--- src/rtl/mem_bus_pkg.sv ---
// mem_bus_pkg: shared types and constants for the two-master memory arbiter.
//   state_e     : arbiter FSM states (IDLE, BUSY0, BUSY1)
//   GRANT_*     : one-hot grant encodings presented on the grant output
//   bus_req_t   : one master's request fields (addr, wdata, wstrb)
//   TIMEOUT_RDATA : read data returned to a master on a watchdog completion
package mem_bus_pkg;

  typedef enum logic [1:0] {
    IDLE  = 2'd0,
    BUSY0 = 2'd1,
    BUSY1 = 2'd2
  } state_e;

  localparam logic [1:0]  GRANT_NONE    = 2'b00;
  localparam logic [1:0]  GRANT_M0      = 2'b01;
  localparam logic [1:0]  GRANT_M1      = 2'b10;
  localparam logic [31:0] TIMEOUT_RDATA = 32'h0000_0000;

  typedef struct packed {
    logic [31:0] addr;
    logic [31:0] wdata;
    logic [3:0]  wstrb;
  } bus_req_t;

  // Master index (0/1) to its one-hot grant code.
  function automatic logic [1:0] grant_of(input logic who);
    return who ? GRANT_M1 : GRANT_M0;
  endfunction

endpackage

--- src/rtl/mem_arbiter_rr_pick.sv ---
// rr_pick: combinational 2-way selector.
//   req[1:0] : request vector, bit i = master i
//   last     : master that completed most recently
//   any      : at least one request present
//   win      : selected master index (meaningful only when any = 1)
// On a tie, ROUND_ROBIN = 1 picks the master that did not go last;
// ROUND_ROBIN = 0 always picks master 0.
module rr_pick #(
  parameter bit ROUND_ROBIN = 1'b1
) (
  input  logic [1:0] req,
  input  logic       last,
  output logic       any,
  output logic       win
);

  always_comb begin
    any = |req;
    if (&req) win = ROUND_ROBIN ? ~last : 1'b0;
    else      win = req[1];
  end

endmodule

--- src/rtl/mem_arbiter.sv ---
// mem_arbiter: shares one valid/ready slave bus between two masters
// (m0 = CPU core, m1 = loader/DMA). One transaction at a time; the grant is
// held until the slave answers, the master aborts, or the watchdog fires.
//   clk, rst              : clock, synchronous active-high reset
//   mX_valid/addr/wdata/wstrb : master X request (wstrb = 0 means read)
//   mX_ready/rdata        : master X completion pulse and read data
//   s_valid/addr/wdata/wstrb  : request forwarded to the slave
//   s_ready/rdata         : slave completion pulse and read data
//   grant                 : one-hot registered owner (00 = idle)
//   timeout_err           : one-cycle pulse after a watchdog completion
// Parameters: ROUND_ROBIN (tie policy), TIMEOUT (watchdog cycles, 0 = off),
// CNT_W (counter width, 2^CNT_W must exceed TIMEOUT).
module mem_arbiter
  import mem_bus_pkg::*;
#(
  parameter int ROUND_ROBIN = 1,
  parameter int TIMEOUT     = 256,
  parameter int CNT_W       = 9
) (
  input  logic        clk,
  input  logic        rst,
  input  logic        m0_valid,
  input  logic [31:0] m0_addr,
  input  logic [31:0] m0_wdata,
  input  logic [3:0]  m0_wstrb,
  output logic        m0_ready,
  output logic [31:0] m0_rdata,
  input  logic        m1_valid,
  input  logic [31:0] m1_addr,
  input  logic [31:0] m1_wdata,
  input  logic [3:0]  m1_wstrb,
  output logic        m1_ready,
  output logic [31:0] m1_rdata,
  output logic        s_valid,
  output logic [31:0] s_addr,
  output logic [31:0] s_wdata,
  output logic [3:0]  s_wstrb,
  input  logic        s_ready,
  input  logic [31:0] s_rdata,
  output logic [1:0]  grant,
  output logic        timeout_err
);

  localparam bit              WD_EN   = (TIMEOUT > 0);
  localparam logic [CNT_W-1:0] TO_LAST = CNT_W'((TIMEOUT > 0) ? TIMEOUT - 1 : 0);

  state_e           state;
  logic             last;
  logic [CNT_W-1:0] cnt;

  bus_req_t [1:0] mreq;
  logic     [1:0] mvalid;
  logic           pick_any, pick_win;
  logic           busy, owner, own_valid;
  logic           done, wd_fire, complete;

  assign mreq[0] = '{addr: m0_addr, wdata: m0_wdata, wstrb: m0_wstrb};
  assign mreq[1] = '{addr: m1_addr, wdata: m1_wdata, wstrb: m1_wstrb};
  assign mvalid  = {m1_valid, m0_valid};

  rr_pick #(.ROUND_ROBIN(ROUND_ROBIN != 0)) u_pick (
    .req  (mvalid),
    .last (last),
    .any  (pick_any),
    .win  (pick_win)
  );

  // Owner index follows the state register; in IDLE it defaults to m0,
  // which only matters for the (ignored) slave field mux.
  assign busy      = (state == BUSY0) || (state == BUSY1);
  assign owner     = (state == BUSY1);
  assign own_valid = mvalid[owner];

  // A master that dropped valid has aborted: any s_ready that cycle is
  // discarded. Reset also suppresses completions so no master sees a pulse
  // for a transaction being torn down. s_ready beats the watchdog.
  assign done     = busy && own_valid && s_ready && !rst;
  assign wd_fire  = WD_EN && busy && own_valid && !s_ready && !rst && (cnt == TO_LAST);
  assign complete = done || wd_fire;

  assign s_valid = busy && own_valid && !rst;
  assign {s_addr, s_wdata, s_wstrb} = mreq[owner];

  assign m0_ready = complete && !owner;
  assign m1_ready = complete &&  owner;
  // Both masters see the slave data; only a watchdog completion zeroes it.
  assign m0_rdata = (wd_fire && !owner) ? TIMEOUT_RDATA : s_rdata;
  assign m1_rdata = (wd_fire &&  owner) ? TIMEOUT_RDATA : s_rdata;

  always_ff @(posedge clk) begin
    if (rst) begin
      state       <= IDLE;
      grant       <= GRANT_NONE;
      last        <= 1'b1;       // m0 wins the first tie
      cnt         <= '0;
      timeout_err <= 1'b0;
    end else begin
      timeout_err <= wd_fire;
      case (state)
        IDLE: begin
          cnt <= '0;
          if (pick_any) begin
            state <= pick_win ? BUSY1 : BUSY0;
            grant <= grant_of(pick_win);
          end
        end
        BUSY0, BUSY1: begin
          if (!own_valid) begin
            // abort: back to IDLE, no completion, fairness state untouched
            state <= IDLE;
            grant <= GRANT_NONE;
            cnt   <= '0;
          end else if (complete) begin
            state <= IDLE;
            grant <= GRANT_NONE;
            last  <= owner;
            cnt   <= '0;
          end else if (WD_EN && cnt != '1) begin
            cnt <= cnt + 1'b1;       // saturating
          end
        end
        default: begin
          state <= IDLE;
          grant <= GRANT_NONE;
          cnt   <= '0;
        end
      endcase
    end
  end

endmodule

--- config.mk ---
export PLATFORM = sky130hd
export DESIGN_NAME = mem_arbiter
export DESIGN_NICKNAME = d
export VERILOG_FILES = /design/src/rtl/mem_bus_pkg.sv /design/src/rtl/mem_arbiter_rr_pick.sv /design/src/rtl/mem_arbiter.sv
export SDC_FILE = /design/constraint.sdc
export NUM_CORES = 1
export LEC_CHECK = 0
export ABC_AREA = 1
export CORE_AREA = 5 5 116 118
export CTS_BUF_LIST = sky130_fd_sc_hd__clkbuf_16
export DETAILED_ROUTE_END_ITERATION = 7
export DIE_AREA = 0 0 121 123
export GPL_TIMING_DRIVEN = 0
export HOLD_SLACK_MARGIN = 0.1
export PLACE_DENSITY = 0.65
export SKIP_LAST_GASP = 1
export SYNTH_ARGS = -nofsm -noshare
export SYNTH_HDL_FRONTEND = slang
export SYNTH_SLANG_ARGS = --single-unit
export TNS_END_PERCENT = 50
--- constraint.sdc ---
create_clock -name clk -period 2.13 [get_ports clk]
set_clock_uncertainty 0.1 [all_clocks]
set_input_delay 0.426 -clock clk [delete_from_list [all_inputs] [get_ports clk]]
set_output_delay 0.426 -clock clk [all_outputs]
set_load 0.02 [all_outputs]
==> results.md <==
* RSZ-0062 raised after global routing: true
* Slew Limit Fails at 0
* Final hold vios at 0
* Post-synthesis instance area at 0.00199 mm^2
* Drt total wl at 12.8 mm
* F_max at 0.385 GHz
* CTS Buf Count at 3
* Pleak at 2.95 nW
* Fillers at 1248
* Fin crit share at 122%
* Net Count, Synth at 601
* Hold wc startpoint: cnt[3]$_SDFFE_PP0P_
* Startpoint Class: register
* Post-Syn Instances at 423
* Worst Tran Pin Value at 0.430 ns
* Status: complete, but fails checks
* CP delay by family, top: simple AND/OR/NAND/NOR gates
* Comb power frac at 80.5%
* Yosys reg bits at 13
* Worst-skew pair later-pin latency at 0.24 ns
* Crit-path max cell delay at 0.36 ns
* Horiz. Die Dim at 121 um
* Dpl hpwl at 10.5 mm
* Crit path from: cnt[2]$_SDFFE_PP0P_
* GRT overflow at 0
* GP Congestion at 0.816
* Rel. slew slack at 71.1%
* Tot Pwr at 3.28 mW
* Core Rows at 41
* CP max-delay cell: dfxtp_4
* Die area at 0.0149 mm^2
* Area Growth Syn to Fin at 201%
* Final Util at 48.5%
* Max-Cap Viols at 0
* Critical path buffers and inverters at 3
* Clock sink total at 13
* First-pass GRT wire length at 17.9 mm
* CP endpoint kind: primary output
* Avg Synthesized Cell Area at 4.70 um^2
* Int Pwr at 1.69 mW
* Fin crit period at 2.60 ns
* Seq/Total Area, Yosys at 13.1%
* Sw Share at 48.4%
* PnR worst setup slack at -0.467 ns
* Ys async rst share at 0%
* Via count at 3603
* Power Dens Cells at 547 mW/mm^2
* Final ANT Viol Nets at 0
* Clock share of power at 10.5%
* Peak supply drop at 329 uV
* Largest net degree at the start of global routing at 11
* Worst r2r src: cnt[0]$_SDFFE_PP0P_
* Hold buffer count at cts at 0
* Initial antenna violation count at 2
* Total Routing Usage GR at 15.1%
* Setup CP Type: register to primary output
* Final setup fails at 126
* Failing checks: negative setup slack
* PortBufs at 310
* DR vias/cell at 3.87
* TritonCTS clock tree: built
* Yosys cell types at 23
* Final nets at 937
* Crit path arrival time at 2.07 ns
* Ratio of cells with drive above 1 in the final layout at 26.9%
* P_sw at 1.59 mW
* Hold Path Class: register to register
* CTS max path bufs at 2
* Core Region at 0.0124 mm^2
* Yosys warnings at 0
* WL/cell at 13.7 um
* Fin cells at 930
* Die Y at 123 um
* Clock transition at the registers of the reported paths at 0.04 ns
* Worst EP required at 1.60 ns
* Worst-path fanout max at 5
* Synth Flop Type: dfxtp_1
* Flop pwr share at 9.0%
* Number of global-route vias before repair at 3465
* Diode count at 0
* Ports at 311
* Starting density of the core at 16.1%
* Post-synth EDFFs at 0
* CTS root buf: clkbuf_16
* DRT Pass-1 Iters at 4
* Crit-path cells: nand2_4 -> nor2_4 -> nand3_2 -> nor3b_2 -> ha_2 -> nand3_4 -> nor2_4 -> buf_6 -> buf_8 -> nor2_2 -> buf_6
* Drt first-iter violations at 98
* # placed instances at 905
* Remaining DRCs at 0
* H-tree depth at 1
power by group through the flow:
stage / logic [mW] / clock network [mW] / registers (mW)
global placement: 2.70 / 0 / 0.300
detailed placement: 2.69 / 0 / 0.303
finish: 2.64 / 0.344 / 0.294
CTS: 2.63 / 0.349 / 0.298
global route: 2.86 / 0.363 / 0.299
floorplan: 1.26 / 0 / 0.315
placed cells by master, fill, tap and decap left out, types with 3 or more instances in the layout:
| master | synthesis | routed |
|---|---|---|
| clkdlybuf4s50_1 | 0 | 183 |
| nand2_1 | 221 | 220 |
| clkbuf_4 | 0 | 3 |
| nor2_2 | 1 | 25 |
| buf_2 | 0 | 18 |
| dlygate4sd2_1 | 0 | 47 |
| a21oi_1 | 5 | 5 |
| dfxtp_2 | 0 | 3 |
| clkbuf_2 | 0 | 8 |
| clkdlybuf4s15_2 | 0 | 3 |
| nand3_1 | 5 | 4 |
| clkbuf_8 | 0 | 3 |
| clkbuf_16 | 0 | 3 |
| dfxtp_4 | 0 | 3 |
| buf_6 | 7 | 61 |
| buf_4 | 0 | 14 |
| nor2_1 | 84 | 30 |
| inv_1 | 49 | 46 |
| buf_12 | 0 | 5 |
| xor2_1 | 3 | 3 |
| buf_8 | 0 | 6 |
| dfxtp_1 | 13 | 7 |
| nor2_4 | 3 | 33 |
cells in the mapped netlist (2+ instances only):
| cell type | count | area (um^2) |
|---|---|---|
| a21oi_1 | 5 | 25.0 |
| buf_1 | 4 | 15.0 |
| buf_6 | 7 | 78.8 |
| clkbuf_1 | 11 | 41.3 |
| dfxtp_1 | 13 | 260 |
| ha_1 | 5 | 62.6 |
| inv_1 | 49 | 184 |
| nand2_1 | 221 | 830 |
| nand3_1 | 5 | 25.0 |
| nor2_1 | 84 | 315 |
| nor2_4 | 3 | 33.8 |
| nor3_1 | 2 | 10.0 |
| nor3b_1 | 2 | 15.0 |
| xor2_1 | 3 | 26.3 |
through the flow:
step                hold slack, ns  cell area, um^2  worst slack (ns)  setup TNS, ns
global route                 0.429             5990            -0.562         -48.58
CTS                          0.379             5740            -0.437         -40.52
detailed placement           0.376             5400            -0.966         -95.93
floorplan                    0.354             2080           -0.0944          -4.58
global placement             0.369             5400            -0.976         -94.67
finish                       0.391             5990            -0.467         -35.54
sequential cells by signal, indices dropped and copies added (netlist names):
| signal | count |
|---|---|
| last | 1 |
| cnt | 9 |
| timeout_err | 1 |
| state | 2 |
path summary, 6_finish.rpt:
check                              to  slack (ns)  cells after the start
hold / removal    cnt[3]$_SDFFE_PP0P_        0.39                      2
hold reg to reg   cnt[3]$_SDFFE_PP0P_        0.39                      2
setup reg to reg  cnt[7]$_SDFFE_PP0P_       -0.05                     12
setup / recovery         m0_rdata[12]       -0.47                     11
area by class of cell:
type                    instances  area, um^2  area share [%]
clock buffers                   3        75.1            1.25
multi-input cells             338        1740            29.0
repair buffers                336        3310            55.2
inverters                      50         198            3.30
well taps                     172         215            3.59
plain buffers                  17         179            2.99
flip-flops and latches         13         275            4.59
clock inverters                 1        3.75          0.0627
cell families after synthesis:
group / count (synthesis) / share of synthesized area, %
adders and majority gates: 5 / 3.14
DFF: 13 / 13.1
buffers and inverters: 72 / 16.2
and+or+nand+nor: 322 / 63.9
xor gates and xnor gates: 4 / 1.76
AOI/OAI and AO/OA: 7 / 1.89
tightest hold or removal path, stage by stage (launching register included):
cell     delay (ns)
dfxtp_2        0.33
nand2_1        0.06
a21oi_1        0.05
what timing repair did:
item                       in CTS  in global routing
pin swaps                       9                  7
setup buffers                  23                  1
setup endpoints to repair     139                141
cloned                          5                  0
resized for setup             492                112
routing by layer:
metal / GRT usage [%] / part of all wire [%] / up-vias
li1: - / - / 1897
met1: 16.8 / 37 / 1496
met2: 28.1 / 50 / 194
met3: 5.12 / 11 / 14
met4: 2.76 / 1.7 / 2
met5: 0 / 0.055 / -
Power figures use the tool's default switching activity.
